### src/rtl/imem_arb.sv
`default_nettype none
// +----------------------------------------------------------------------------+
// | imem_arb : instruction-memory arbiter between fetch stage and prog port    |
// | Revision : 1.0                                                            |
// +----------------------------------------------------------------------------+
module imem_arb #(
    parameter int MEM_SIZE        = 2048,
    parameter int AW              = 11,
    parameter int FETCH_BURST_MAX = 4
) (
    input  logic          i_clk,
    input  logic          i_rst_n,
    input  logic          i_boot_done,
    input  logic          i_fetch_req,
    input  logic [31:0]   i_fetch_addr,
    output logic          o_fetch_gnt,
    output logic          o_fetch_rvalid,
    output logic [31:0]   o_fetch_rdata,
    output logic          o_fetch_err,
    input  logic          i_prog_req,
    input  logic          i_prog_we,
    input  logic [31:0]   i_prog_addr,
    input  logic [31:0]   i_prog_wdata,
    output logic          o_prog_gnt,
    output logic          o_prog_rvalid,
    output logic [31:0]   o_prog_rdata,
    output logic          o_mem_en,
    output logic          o_mem_we,
    output logic [AW-1:0] o_mem_addr,
    output logic [31:0]   o_mem_wdata,
    input  logic [31:0]   i_mem_rdata,
    output logic          o_boot
);

    localparam int          BW            = $clog2(FETCH_BURST_MAX + 1);
    localparam logic [BW-1:0] C_BURST_MAX = BW'(FETCH_BURST_MAX);
    localparam logic [29:0] C_MEM_WORDS   = 30'(MEM_SIZE);

    typedef enum logic [0:0] {
        ST_BOOT = 1'b0,
        ST_RUN  = 1'b1
    } state_t;

    state_t        state_q, state_d;
    logic [BW-1:0] burst_q, burst_d;
    logic          fetch_pend_q, fetch_pend_d;
    logic          prog_pend_q, prog_pend_d;
    logic          rd_q, rd_d;
    logic          err_q, err_d;

    logic w_fetch_ok, w_prog_ok;
    logic w_fetch_gnt, w_prog_gnt;
    logic unused_addr_lsbs;

    assign w_fetch_ok       = i_fetch_addr[31:2] < C_MEM_WORDS;
    assign w_prog_ok        = i_prog_addr[31:2] < C_MEM_WORDS;
    assign unused_addr_lsbs = ^{i_fetch_addr[1:0], i_prog_addr[1:0]};

    // Fetch wins unless a waiting prog request has already seen a full burst.
    always_comb begin
        w_fetch_gnt = 1'b0;
        w_prog_gnt  = 1'b0;
        if (i_rst_n) begin
            if (state_q == ST_BOOT) begin
                w_prog_gnt = i_prog_req;
            end else if (i_fetch_req && !(i_prog_req && burst_q == C_BURST_MAX)) begin
                w_fetch_gnt = 1'b1;
            end else begin
                w_prog_gnt = i_prog_req;
            end
        end
    end

    always_comb begin
        state_d = state_q;
        if (state_q == ST_BOOT && i_boot_done) begin
            state_d = ST_RUN;
        end

        burst_d = burst_q;
        if (w_prog_gnt || !i_prog_req) begin
            burst_d = '0;
        end else if (w_fetch_gnt && burst_q != C_BURST_MAX) begin
            burst_d = burst_q + 1'b1;
        end

        fetch_pend_d = w_fetch_gnt;
        prog_pend_d  = w_prog_gnt;
        rd_d         = (w_fetch_gnt && w_fetch_ok) || (w_prog_gnt && w_prog_ok && !i_prog_we);
        err_d        = w_fetch_gnt && !w_fetch_ok;
    end

    always_ff @(posedge i_clk) begin
        if (!i_rst_n) begin
            state_q      <= ST_BOOT;
            burst_q      <= '0;
            fetch_pend_q <= 1'b0;
            prog_pend_q  <= 1'b0;
            rd_q         <= 1'b0;
            err_q        <= 1'b0;
        end else begin
            state_q      <= state_d;
            burst_q      <= burst_d;
            fetch_pend_q <= fetch_pend_d;
            prog_pend_q  <= prog_pend_d;
            rd_q         <= rd_d;
            err_q        <= err_d;
        end
    end

    assign o_fetch_gnt = w_fetch_gnt;
    assign o_prog_gnt  = w_prog_gnt;

    // Out-of-range accesses are granted but never reach the memory.
    assign o_mem_en    = (w_fetch_gnt && w_fetch_ok) || (w_prog_gnt && w_prog_ok);
    assign o_mem_we    = w_prog_gnt && w_prog_ok && i_prog_we;
    assign o_mem_addr  = w_prog_gnt ? i_prog_addr[AW+1:2] : i_fetch_addr[AW+1:2];
    assign o_mem_wdata = i_prog_wdata;

    // Strobes are masked while reset is held so an in-flight read is dropped.
    assign o_fetch_rvalid = fetch_pend_q && i_rst_n;
    assign o_fetch_err    = err_q && i_rst_n;
    assign o_fetch_rdata  = (fetch_pend_q && rd_q) ? i_mem_rdata : 32'h0;
    assign o_prog_rvalid  = prog_pend_q && i_rst_n;
    assign o_prog_rdata   = (prog_pend_q && rd_q) ? i_mem_rdata : 32'h0;

    assign o_boot = (state_q == ST_BOOT);

endmodule
`default_nettype wire

### config.mk
export PLATFORM = sky130hd
export DESIGN_NAME = imem_arb
export DESIGN_NICKNAME = d
export VERILOG_FILES = /design/src/rtl/imem_arb.sv
export SDC_FILE = /design/constraint.sdc
export NUM_CORES = 1
export LEC_CHECK = 0
export CAP_MARGIN = 0
export CELL_PAD_IN_SITES_DETAIL_PLACEMENT = 1
export CELL_PAD_IN_SITES_GLOBAL_PLACEMENT = 1
export CORE_ASPECT_RATIO = 0.7
export CORE_MARGIN = 5
export CORE_UTILIZATION = 10
export CTS_CLUSTER_DIAMETER = 80
export DETAILED_ROUTE_END_ITERATION = 8
export HOLD_SLACK_MARGIN = 0.05
export PLACE_DENSITY = 0.84
export SLEW_MARGIN = 20
export SYNTH_ARGS = -nofsm -noshare
export SYNTH_HDL_FRONTEND = slang
export SYNTH_SLANG_ARGS = --single-unit
### constraint.sdc
create_clock -name i_clk -period 1.9 [get_ports i_clk]
set_input_delay 0.57 -clock i_clk [delete_from_list [all_inputs] [get_ports i_clk]]
set_output_delay 0.57 -clock i_clk [all_outputs]
set_load 0.1 [all_outputs]
==> impl_metrics.ini, run 1 <==
[die]
initial_core_util_pct = 10.3
fp.dieH_um = 108
core-area_um2 = 13200
die_area_um2 = 16100
num_io_pins = 249
rows = 35
die_w_um = 149

[flow_run]
cap_violations = 0

[routing]
drt_iter0_markers = 27
wirelength_mm = 9.32
drc = 0
first_pass_iters = 3
wire_per_inst_um = 17.3
ant_nets = 0
vias_per_cell = 3.80
vias = 2049

[hold_path]
worstHoldStart = i_rst_n
whs_endpoint = prog_pend_q
min_path_cells = 3
min_path_type = in -> reg

[logic_synthesis]
synth_seq_area_share_pct = 11.8
ys_types = 29
avgSynthCellArea_um2 = 7.72
netlist_instances = 176
synth-seq-cells = 8
syn-cell-area_um2 = 1360
yosys_warnings = 0
syn_nets = 312

[layout]
drive_above_1_share_pct = 74.3
syn2layout_area_growth_pct = 234
n_antenna_cell = 0
layout_common_cells = 85 x buf_12, 36 x dlygate4sd2_1, 36 x buf_4
fill_cells = 1478
fin_nets = 492
final_area_um2 = 4540
final_common_cell = buf_12
final_cells = 539

[timing]
worstMarginPinSlew_ns = 0.276
finClkSkew_ns = 0.00401
grt_setup_unrepaired = true
timing.setup.tns_ns = -6.10
finalHoldViolCount = 0
min_period_ns = 2.37
fin_ws_ns = -0.472
fin_crit_sh_pct = 125
setup_viol = 16
fmax_mhz = 422
max_slew_margin_pct = 81.4
maxSlewViolCount = 0

[global_routing]
grt_max_degree = 37
track_usage_pct = 10.9
grt_pass1_vias = 2368
antenna_found_initial = 0
overflow = 0
grt_pass1_wl_mm = 13.6

[critical_path]
reg2regPathDepth = 8
crit_slowest_cell = nor4_4
cpPeakStageDelay_ns = 0.31
end_kind = output port
cp_data_arrival_time_ns = 1.80
startpoint_type = primary input
worstReg2RegEnd = rd_q
crit_chain = clkbuf_2, nor4_4, and3_4, and4_4, and2_4, buf_12
required_ns = 1.33
r2r_start = burst_q[0]
crit_fanout = 2
worst-setup-path-type = in -> out
r2r_slack_ns = 0.49

[clocking]
cts_buffer_depth = 2
clkTransAtPathRegs_ns = 0.04
root_buffer = clkbuf_16
clock_latency_ns = 0.23
htree_levels = 1
cts_tree = built
numCtsBuffers = 3
cts.sinks = 8

[place]
postPlaceCellArea_um2 = 4200
dp_slack_ns = -0.933
dp_hpwl_mm = 7.52
finalWeightedCongestion = 0.764
port_buffers = 180
placed_cells_incl_taps = 512

[pwr]
ir_worst_vdd_uv = 321
leakagePower_nw = 1.97
power.density_nw_per_um2 = 253

[outcome]
failed_checks = negative setup slack
run_status = finished, violations left
cell families after synthesis:
family	share of synthesized area, %
flops	11.8
fa+ha+maj	1.84
simple gates	46.4
compound gates	3.78
mux	12.1
buf+inv	24.1
synthesized netlist by cell type:
library cell  count  area [um^2]
nand2_1           2         7.51
and4_1            1         8.76
clkbuf_1         13         48.8
nor4_2            1         12.5
a31oi_4           1         21.3
and2_1            6         37.5
nor3_1            2         10.0
nand4_1           2         12.5
mux2_4            8          120
a31oi_1           1         6.26
nand3_1           2         10.0
dfxtp_1           8          160
nor4_4            1         21.3
or3_1             1         6.26
o21bai_2          1         11.3
nand2_2           2         12.5
buf_4            32          240
or2_2             1         6.26
a21oi_1           1         5.00
nor2_1            3         11.3
mux2i_1           1         10.0
mux2_2            3         33.8
inv_1             5         18.8
nand3_4           1         17.5
o21a_1            1         7.51
ha_1              2         25.0
buf_12            1         20.0
nor4_1            8         50.1
and3_1           65          407
layout make-up:
class                   instances  area [um^2]  share of cell area, %
well taps                     185          231                   5.10
inverters                       5         22.5                  0.496
clock buffers                   3         75.1                   1.65
flip-flops and latches          8          164                   3.61
repair buffers                221         2820                   62.1
multi-input cells             117         1230                   27.1
worst max-delay path, delay by kind of cell:
family / cells / cell delay [ns]
buffers and inverters: 2 / 0.29
AND/OR/NAND/NOR: 4 / 0.93
metal layers:
metal	up-vias	global-route usage, %	share of wire, %
met5	-	0	0
met4	0	1.96	1.5
met3	10	2.95	5.4
met2	91	21.7	56
met1	993	11.4	37
li1	955	-	-
worst max-delay path by stage:
stage	to	startpoint	slack, ns
floorplan	o_mem_we	i_prog_addr[19]	-0.20
global placement	o_mem_addr[7]	i_rst_n	-0.88
detailed placement	o_mem_addr[8]	i_prog_req	-0.93
CTS	o_mem_addr[8]	burst_q[1]	-0.39
global route	o_mem_we	burst_q[0]	-0.51
finish	o_mem_we	i_prog_addr[18]	-0.47
metrics by stage:
step	power [mW]	hold WS (ns)	util, %
3_5_place_dp	0.811	0.536	31.8
5_1_grt	1.20	0.618	34.4
4_1_cts	1.15	0.535	33.7
3_3_place_gp	0.796	0.505	31.8
2_1_floorplan	0.752	0.495	-
6_report	1.15	0.610	34.4
state kept, by name, summed over array words and instances (netlist names):
name	count
fetch_pend_q	1
burst_q	3
prog_pend_q	1
err_q	1
state_q	1
rd_q	1
power breakdown:
part	total [mW]	switching (mW)	internal, mW
combinational	0.614	0.326	0.288
sequential	0.180	0.00614	0.174
clock	0.356	0.0842	0.272
total	1.15	0.416	0.734
what timing repair did:
item,4_1_cts,5_1_grt
pin swaps,17,15
hold buffers,0,0
endpoints found under the setup margin,83,61
setup buffers,21,5
gates resized for setup,190,33
(Power assumes the default switching activity.)
==> run 2, diff against run 1 <==
CTS_CLUSTER_DIAMETER = 120   (was 80)
==> results of run 2 <==
The final DEF is identical to that of run 1; final timing and power are the same.
==> run 3, diff against run 2 <==
CAP_MARGIN = unset   (was 0)
==> results of run 3 <==
The final DEF is identical to that of run 1; final timing and power are the same.
